$ cat src/rtl/pulse_pattern_generator.sv
// pulse_pattern_generator: replays one four-coordinate event as four 8:1 serializer word streams inside a fixed frame.
// Statistics counters are built only when PULSE_PATTERN_STATS_EN is defined.
module pulse_pattern_generator #(
    parameter int FRAME_CYCLES = 100,
    parameter int PULSE_WIDTH  = 8
) (
    input  logic        clk,
    input  logic        reset,
    input  logic        load_i,
    input  logic        valid_i,
    input  logic [9:0]  x1_coord_i,
    input  logic [9:0]  x2_coord_i,
    input  logic [9:0]  y1_coord_i,
    input  logic [9:0]  y2_coord_i,
    output logic [7:0]  x1_word_o,
    output logic [7:0]  x2_word_o,
    output logic [7:0]  y1_word_o,
    output logic [7:0]  y2_word_o,
    output logic        busy_o,
    output logic        done_o,
    output logic        overrun_o,
    output logic [15:0] event_count_o,
    output logic [15:0] drop_count_o
);
    typedef enum logic {IDLE, RUN} state_t;
    localparam logic [6:0] LAST = 7'(FRAME_CYCLES - 1);
    state_t state_q, state_d;
    logic [6:0] cnt_q, cnt_d;
    logic [9:0] x1_q, x1_d, x2_q, x2_d, y1_q, y1_d, y2_q, y2_d;
    logic [7:0] x1_word_q, x1_word_d, x2_word_q, x2_word_d;
    logic [7:0] y1_word_q, y1_word_d, y2_word_q, y2_word_d;
    logic overrun_q, overrun_d;
    logic run, last, accept, drop;

    // Sub-slot t never exceeds 8*FRAME_CYCLES-1, so pulses past the frame end are truncated naturally.
    function automatic logic [7:0] gen_word(input logic [6:0] cnt, input logic [9:0] coord);
        logic [10:0] t, lo, hi;
        gen_word = '0;
        lo = {1'b0, coord};
        hi = lo + 11'(PULSE_WIDTH);
        for (int k = 0; k < 8; k++) begin
            t = {1'b0, cnt, 3'(k)};
            gen_word[k] = (t >= lo) && (t < hi);
        end
    endfunction

    always_comb begin
        run       = state_q == RUN;
        last      = run && cnt_q == LAST;
        accept    = load_i && valid_i && (!run || last);
        drop      = load_i && run && !last;
        state_d   = state_q;
        cnt_d     = cnt_q;
        x1_d      = x1_q;
        x2_d      = x2_q;
        y1_d      = y1_q;
        y2_d      = y2_q;
        if (accept) begin
            state_d = RUN;
            cnt_d   = '0;
            x1_d    = x1_coord_i;
            x2_d    = x2_coord_i;
            y1_d    = y1_coord_i;
            y2_d    = y2_coord_i;
        end else if (last) begin
            state_d = IDLE;
        end else if (run) begin
            cnt_d = cnt_q + 7'd1;
        end
        overrun_d = drop;
        x1_word_d = run ? gen_word(cnt_q, x1_q) : '0;
        x2_word_d = run ? gen_word(cnt_q, x2_q) : '0;
        y1_word_d = run ? gen_word(cnt_q, y1_q) : '0;
        y2_word_d = run ? gen_word(cnt_q, y2_q) : '0;
    end

    always_ff @(posedge clk or negedge reset) begin
        if (!reset) begin
            state_q   <= IDLE;
            cnt_q     <= '0;
            x1_q      <= '0;
            x2_q      <= '0;
            y1_q      <= '0;
            y2_q      <= '0;
            x1_word_q <= '0;
            x2_word_q <= '0;
            y1_word_q <= '0;
            y2_word_q <= '0;
            overrun_q <= 1'b0;
        end else begin
            state_q   <= state_d;
            cnt_q     <= cnt_d;
            x1_q      <= x1_d;
            x2_q      <= x2_d;
            y1_q      <= y1_d;
            y2_q      <= y2_d;
            x1_word_q <= x1_word_d;
            x2_word_q <= x2_word_d;
            y1_word_q <= y1_word_d;
            y2_word_q <= y2_word_d;
            overrun_q <= overrun_d;
        end
    end

    assign x1_word_o = x1_word_q;
    assign x2_word_o = x2_word_q;
    assign y1_word_o = y1_word_q;
    assign y2_word_o = y2_word_q;
    assign busy_o    = run;
    assign done_o    = last;
    assign overrun_o = overrun_q;

`ifdef PULSE_PATTERN_STATS_EN
    logic [15:0] event_cnt_q, drop_cnt_q;

    always_ff @(posedge clk or negedge reset) begin
        if (!reset) begin
            event_cnt_q <= '0;
            drop_cnt_q  <= '0;
        end else begin
            if (accept && event_cnt_q != 16'hFFFF) event_cnt_q <= event_cnt_q + 16'd1;
            if (drop && drop_cnt_q != 16'hFFFF) drop_cnt_q <= drop_cnt_q + 16'd1;
        end
    end

    assign event_count_o = event_cnt_q;
    assign drop_count_o  = drop_cnt_q;
`else
    assign event_count_o = '0;
    assign drop_count_o  = '0;
`endif
endmodule

$ cat config.mk
export PLATFORM = sky130hd
export DESIGN_NAME = pulse_pattern_generator
export DESIGN_NICKNAME = d
export VERILOG_FILES = /design/src/rtl/pulse_pattern_generator.sv
export SDC_FILE = /design/constraint.sdc
export NUM_CORES = 1
export LEC_CHECK = 0
export CAP_MARGIN = 15
export CORE_MARGIN = 8
export CORE_UTILIZATION = 50
export DETAILED_ROUTE_END_ITERATION = 8
export HOLD_SLACK_MARGIN = 0.02
export PLACE_DENSITY_LB_ADDON = 0.15
export SLEW_MARGIN = 15
export SYNTH_ARGS = -nofsm -noshare
export SYNTH_HDL_FRONTEND = slang
export SYNTH_SLANG_ARGS = --single-unit
$ cat constraint.sdc
create_clock -name clk -period 3.2 [get_ports clk]
set_clock_uncertainty 0.15 [all_clocks]
set_input_delay 0.96 -clock clk [delete_from_list [all_inputs] [get_ports clk]]
set_output_delay 0.96 -clock clk [all_outputs]
set_load 0.02 [all_outputs]
==> metrics.md, run 1 <==
| Metric | Value |
|---|---|
| Global Route Usage Sum | 17.3% |
| Netlist Area Pre-Place | between 5000 and 6000 sq um |
| Syn Inst Count | ~570 |
| Largest net degree at the start of global routing | between 40 and 50 |
| Finished Cell Area | 6880 sq um |
| Minimum clock period | approximately 3 ns |
| Commonest non-fill, non-tap cells in the layout | dfrtp_1, clkdlybuf4s50_1, ha_1 |
| Hold crit path type | reg2reg |
| Die area | between 15,000 and 20,000 sq um |
| Leak pwr | about 3.0 nW |
| Max-slew violations | 0 |
| Share of total power in the clock network | 14.5% |
| Critical path class | reg2out |
| Syn_area_per_cell | roughly 10 sq um |
| Rows | 39 |
| # DRC | 0 |
| TritonCTS Buffers | 9 |
| Worst path max stage delay | approximately 0.65 ns |
| First-pass GRT wire length | about 21,000 um |
| Comb power frac | about three fifths |
| Via density | about 5.5 |
| Boundary Pins | between 100 and 150 |
| Worst-margin pin slew | 0.732 ns |
| Htree depth | 3 |
| Post-route ant nets | 0 |
| Flop pwr share | 24.4% |
| Diode count | 0 |
| Crit path cell chain | ha_1 -> nand2b_1 -> nor3_1 -> clkdlybuf4s50_1 |
| Clock Latency Late Sink | ~0.34 ns |
| Vias in the first global route | roughly 4,400 |
| Nets | roughly 770 |
| P&R area growth vs syn | 20.8% |
| Max VDD drop | roughly 470 uV |
| Yosys warning total | 0 |
| Die Wd | about 120 um |
| Synth async-reset ratio | 100% |
| Hold Vio Cnt, Final | 0 |
| Port Buffer Count | between 70 and 80 |
| Slowest stage cell, crit path | clkdlybuf4s50_1 |
| Register bit total from synthesis | slightly above 80 |
| Worst Setup Start Kind | register |
| Cell variety after synth | 42 |
| Worst R2R Start | cnt_q[0] |
| Initial Utilization | roughly 50% |
| Root buffer cell | clkbuf_16 |
| Pwr/cell area | between 1000 and 1500 nW/um^2 |
| Outcome | finished, final reports clean |
| WL per Instance | 15.9 um |
| Deepest clock path buffer count | 2 |
| Tcrit/Tclk final | between 90 and 100% |
| Commonest non-fill, non-tap cell in the layout | dfrtp_1 |
| Worst hold path startpoint | x1_q[7] |
| Int Pwr | 4.22 mW |
| Setup crit end kind | output port |
| Vias | between 4,000 and 5,000 |
| Layout cells sized above 1 | between 10% and 20% |
| Placed cell areas | between 6000 and 7000 sq um |
| Buf+Inv Stages, Crit Path | 1 |
| Total global routing overflow | 0 |
| Pwr Total | about 7.6 mW |
| Core area | approximately 11,000 sq um |
| CTS tree | built |
| Most area-hungry cell type in the Yosys netlist | dfrtp_1 |
| Final Routed Wirelength | approximately 13,000 um |
| CTS sink count | 81 |
| Resized cells post-CTS | 0 |
| Hpwl dp | 9660 um |
| DR iter-0 viols | ~450 |
| Net switching power | around 3.4 mW |
| Crit path required time | ~2.1 ns |
| Top Family by Delay on Critical Path | buffers and inverters |
| CP arrival | 1.93 ns |
| TritonRoute pass-1 iters | 4 |
| Fillers | just over 900 |
| Dominant synthesized flop cell | dfrtp_1 |
| Net switching fraction of the power | 44.8% |
| Post-synth EDFFs | 0 |
| Chip Height | about 120 um |
| Setup Total Neg Slack | 0 ns |
| Cts hold-fix bufs | 0 |
| Max-cap violations | 0 |
| Register area share after synthesis | 35.6% |
| Clock-pin transition on the worst setup and hold timing paths | approximately 0.060 ns |
| Post-synth top area share | 35.6% |
| RSZ-0062 raised after global routing | false |
| Worst-path fanout max | 4 |
| CP startpoint | cnt_q[0] |
| Initial antenna violation count | 0 |
| Final setup viols | 0 |
| Setup bufs post-CTS | 0 |
| Fmax | 329 MHz |
| GPL Wtd Cong | 0.851 |
| Worst slew margin | about half |
| Top post-synthesis cells by area | dfrtp_1, ha_1, mux2_2 |
registers in the layout (all words and copies together) (netlist names):
name and flops:
x1_q 10, x2_q 10, y1_q 10, y2_q 10
x1_word_o 8, x2_word_o 8, y1_word_o 8, y2_word_o 8
cnt_q 7, busy_o 1, overrun_o 1
cells by family (layout without fill, tap and decap cells):
kind of cell | Yosys count | after routing | share of synthesized area (%)
multiplexers | 41 | 41 | 8.11
flip-flops | 81 | 81 | 35.6
other | 1 | 32 | 0.0659
AO/OA/AOI/OAI | 134 | 134 | 16.6
adder cells (fa/ha/maj) | 69 | 69 | 15.2
XOR/XNOR | 21 | 21 | 3.23
buffers and inverters | 87 | 148 | 8.38
AND/OR/NAND/NOR | 134 | 134 | 12.8
routing by layer:
| layer | vias to the layer above | global-route usage, % | part of all wire [%] | routed length [um] |
|---|---|---|---|---|
| li1 | 2175 | - | - | - |
| met1 | 2142 | 20.0 | 42 | 5300 |
| met2 | 115 | 31.4 | 52 | 6630 |
| met3 | 15 | 3.54 | 5.0 | 631 |
| met4 | 0 | 5.33 | 1.4 | 178 |
| met5 | - | 0 | 0 | 0 |
cells in the mapped netlist, types with 2 or more instances:
| library cell | n |
|---|---|
| a211oi_1 | 22 |
| a21o_1 | 4 |
| a21oi_1 | 38 |
| a221oi_1 | 18 |
| buf_1 | 2 |
| buf_4 | 32 |
| buf_6 | 4 |
| clkbuf_1 | 5 |
| dfrtp_1 | 81 |
| ha_1 | 69 |
| inv_1 | 44 |
| mux2_1 | 3 |
| mux2_2 | 38 |
| nand2_1 | 39 |
| nand3_1 | 19 |
| nand3_2 | 4 |
| nand3b_1 | 2 |
| nand4_1 | 9 |
| nand4b_1 | 4 |
| nor2_1 | 22 |
| nor2b_1 | 6 |
| nor3_1 | 13 |
| nor3_2 | 6 |
| o2111ai_2 | 4 |
| o211ai_1 | 3 |
| o21a_1 | 6 |
| o21ai_0 | 23 |
| o21bai_1 | 4 |
| o221ai_2 | 4 |
| o31ai_1 | 4 |
| or3_1 | 6 |
| xnor2_1 | 20 |
worst reg2reg max path: stages (launching register included):
cell and delay [ns]:
dfrtp_1 0.38, buf_4 0.20, inv_1 0.34, ha_1 0.34
nand3b_1 0.20, nor2_1 0.31, o21ai_0 0.13, a221oi_1 0.34
final timing paths:
check	cells past startpoint	slack, ns	endpoint
min	1	0.39	x1_q[7]
min reg2reg	1	0.39	x1_q[7]
max reg2reg	7	0.70	y2_word_o[5]
max in group asynchronous	2	1.87	y1_q[5]
max	4	0.16	done_o
min in group asynchronous	1	0.44	x2_q[2]
power by group through the flow:
stage	registers, mW	logic [mW]	clock network, mW
after global placement	1.86	4.42	0
after global routing	1.93	5.22	1.18
after floorplan	2.05	3.13	0
final	1.86	4.67	1.11
after detailed placement	1.88	4.62	0
after CTS	1.86	4.66	1.14
layout make-up:
class	instances	area [sq um]	share of cell area, %
well taps	143	179	2.60
multi-input cells	431	3300	48.1
clock buffers	11	243	3.53
inverters	44	165	2.40
flip-flops and latches	81	2030	29.5
repair buffers	88	878	12.8
clock inverters	5	78.8	1.15
per-stage QoR:
| stage | util (%) | setup WS [ns] | std cells | hold WS (ns) |
|---|---|---|---|---|
| floorplan | - | 0.675 | 599 | 0.353 |
| global placement | 58.1 | 0.434 | 787 | 0.371 |
| detailed placement | 58.1 | 0.380 | 787 | 0.378 |
| CTS | 61.0 | 0.143 | 803 | 0.392 |
| global route | 61.0 | 0.0533 | 803 | 0.404 |
| finish | 61.0 | 0.163 | 803 | 0.390 |
No activity file was read; power rests on OpenSTA's default activity.
==> inputs of run 2 (changes only) <==
--- a/config.mk
+++ b/config.mk
@@ -11,6 +11,6 @@
 export DETAILED_ROUTE_END_ITERATION = 8
 export HOLD_SLACK_MARGIN = 0.02
-export PLACE_DENSITY_LB_ADDON = 0.15
-export SLEW_MARGIN = 15
+export PLACE_DENSITY = 0.8
+export SLEW_MARGIN = 20
 export SYNTH_ARGS = -nofsm -noshare
 export SYNTH_HDL_FRONTEND = slang
==> constraint.sdc (replaced) <==
create_clock -name clk -period 3.2 [get_ports clk]
set_clock_uncertainty 0.15 [all_clocks]
set_input_delay 0.32 -clock clk [delete_from_list [all_inputs] [get_ports clk]]
set_output_delay 0.32 -clock clk [all_outputs]
set_load 0.02 [all_outputs]
==> metrics.md, run 2 (synthesis gave the netlist of run 1 again) <==
| Metric | Value |
|---|---|
| Fillers | 924 (was 934) |
| Outcome | finished, final reports clean (unchanged) |
| P&R area growth vs syn | 19.1% (was 20.8%) |
| Initial antenna violation count | 0 (unchanged) |
| Core area | 11,300 sq um (unchanged) |
| Root buffer cell | clkbuf_16 (unchanged) |
| Place WS | 0.597 ns (was 0.380 ns) |
| Worst Setup Start Kind | register (unchanged) |
| Max-cap violations | 0 (unchanged) |
| Diode count | 0 (unchanged) |
| Hold crit path type | reg2reg (unchanged) |
| Clock-pin transition on the worst setup and hold timing paths | 0.06 ns (about the same) |
| Boundary Pins | 111 (unchanged) |
| Setup Total Neg Slack | 0 ns (unchanged) |
| Fmax | 351 MHz (was 329 MHz) |
| Leak pwr | 2.90 nW (was 2.96 nW) |
| TritonRoute pass-1 iters | 5 (was 4) |
| CP arrival | 2.38 ns (was 1.93 ns) |
| Total global routing overflow | 0 (unchanged) |
| Via density | 5.75 (was 5.54) |
| TritonCTS Buffers | 9 (unchanged) |
| Vias in the first global route | 4,662 (was 4,379) |
| Rows | 39 (unchanged) |
| Deepest clock path buffer count | 2 (unchanged) |
| Die area | 15,100 sq um (unchanged) |
| CTS tree | built (unchanged) |
| Crit path required time | 2.73 ns (was 2.09 ns) |
| # DRC | 0 (unchanged) |
| Chip Height | 123 um (unchanged) |
| GPL Wtd Cong | 0.853 (was 0.851) |
| RSZ-0062 raised after global routing | false (unchanged) |
| Htree depth | 3 (unchanged) |
| Final Routed Wirelength | 13,400 um (was 12,700 um) |
| Setup bufs post-CTS | 0 (unchanged) |
| CTS sink count | 81 (unchanged) |
| Vias | 4,571 (was 4,447) |
| Die Wd | 123 um (unchanged) |
| Minimum clock period | 2.85 ns (was 3.04 ns) |
| Clock Latency Late Sink | 0.34 ns (about the same) |
| Max-slew violations | 0 (unchanged) |
| Layout cells sized above 1 | 11.5% (was 12.9%) |
| Worst slew margin | 51.4% (was 50.7%) |
| Commonest non-fill, non-tap cells in the layout | dfrtp_1, clkdlybuf4s50_1, ha_1 (unchanged) |
| Initial Utilization | 50.5% (unchanged) |
| Critical path class | reg2out (unchanged) |
| Pwr/cell area | 1110 nW/um^2 (about the same) |
| First-pass GRT wire length | 22,100 um (was 20,900 um) |
| Worst-path fanout max | 11 (was 4) |
| Commonest non-fill, non-tap cell in the layout | dfrtp_1 (unchanged) |
| Final setup viols | 0 (unchanged) |
| Global Route Usage Sum | 18.2% (was 17.3%) |
| Worst-margin pin slew | 0.729 ns (was 0.732 ns) |
| Max VDD drop | 456 uV (was 475 uV) |
| Setup crit end kind | output port (unchanged) |
| Hold Vio Cnt, Final | 0 (unchanged) |
| Post-route ant nets | 0 (unchanged) |
| WL per Instance | 16.9 um (was 15.9 um) |
| DR iter-0 viols | 396 (was 454) |
| Final setup margin | 0.347 ns (was 0.163 ns) |
| Nets | 760 (was 768) |
| Hpwl dp | 10,100 um (was 9660 um) |
| Tcrit/Tclk final | 89.1% (was 94.9%) |
| Largest net degree at the start of global routing | 82 (was 42) |
| Port Buffer Count | 78 (unchanged) |
[run 2: per-stage QoR]
step	util, %	area [sq um]	power, mW	hold slack, ns	cells
2_1_floorplan	-	5810	5.18	-0.126	599
3_3_place_gp	57.4	6470	6.16	0.372	778
3_5_place_dp	57.4	6470	6.45	0.377	778
4_1_cts	60.0	6760	7.52	0.0432	794
5_1_grt	60.1	6780	8.18	0.421	795
6_report	60.1	6780	7.54	0.388	795
[run 2: final cells by class]
type / instances / area [sq um] / area share, %
Multi-Input combinational cell: 431 / 3300 / 48.8
Sequential cell: 81 / 2030 / 29.9
Timing Repair Buffer: 80 / 812 / 12.0
Clock buffer: 11 / 233 / 3.43
Tap cell: 143 / 179 / 2.64
Inverter: 44 / 165 / 2.44
Clock inverter: 5 / 56.3 / 0.831
[run 2: path summary, 6_finish.rpt]
| path | start | endpoint | slack, ns | cells past startpoint |
|---|---|---|---|---|
| worst max-delay path | cnt_q[1] | done_o | 0.35 | 4 |
| worst min-delay path | y1_q[7] | y1_q[7] | 0.39 | 1 |
| worst max register to register | cnt_q[0] | y2_word_o[4] | 0.53 | 6 |
| worst min register to register | y1_q[7] | y1_q[7] | 0.39 | 1 |
| max in group asynchronous | reset | x1_q[5] | 1.98 | 2 |
| min in group asynchronous | reset | x2_q[2] | 0.45 | 2 |
[run 2: layer usage]
layer	vias up	global-route usage, %	share of wire [%]
li1	2170	-	-
met1	2202	21.4	41
met2	169	32.3	51
met3	30	3.63	5.9
met4	0	5.94	1.9
met5	-	0	0
[run 2: repair_timing]
item / CTS / global route
endpoints found under the hold margin: 0 / 81
resized for setup: 0 / 0
endpoints found under the setup margin: 0 / 0
hold buffers: 0 / 1
[run 2: where the power goes]
part | internal (mW) | switching (mW)
Combinational | 1.97 | 2.48
Clock | 0.603 | 0.404
Sequential | 1.48 | 0.590
Total | 4.06 | 3.48
[run 2: critical path, stage by stage, from the launching register on]
cell	delay, ns
dfrtp_1	0.63
ha_1	0.32
nand2b_1	0.14
nor3_1	0.29
clkdlybuf4s50_1	0.67
==> inputs of run 3 (changes only) <==
- TNS_END_PERCENT: unset -> 10
==> results of run 3 <==
Same layout as run 2: the final DEF is identical, and so are final timing and power.
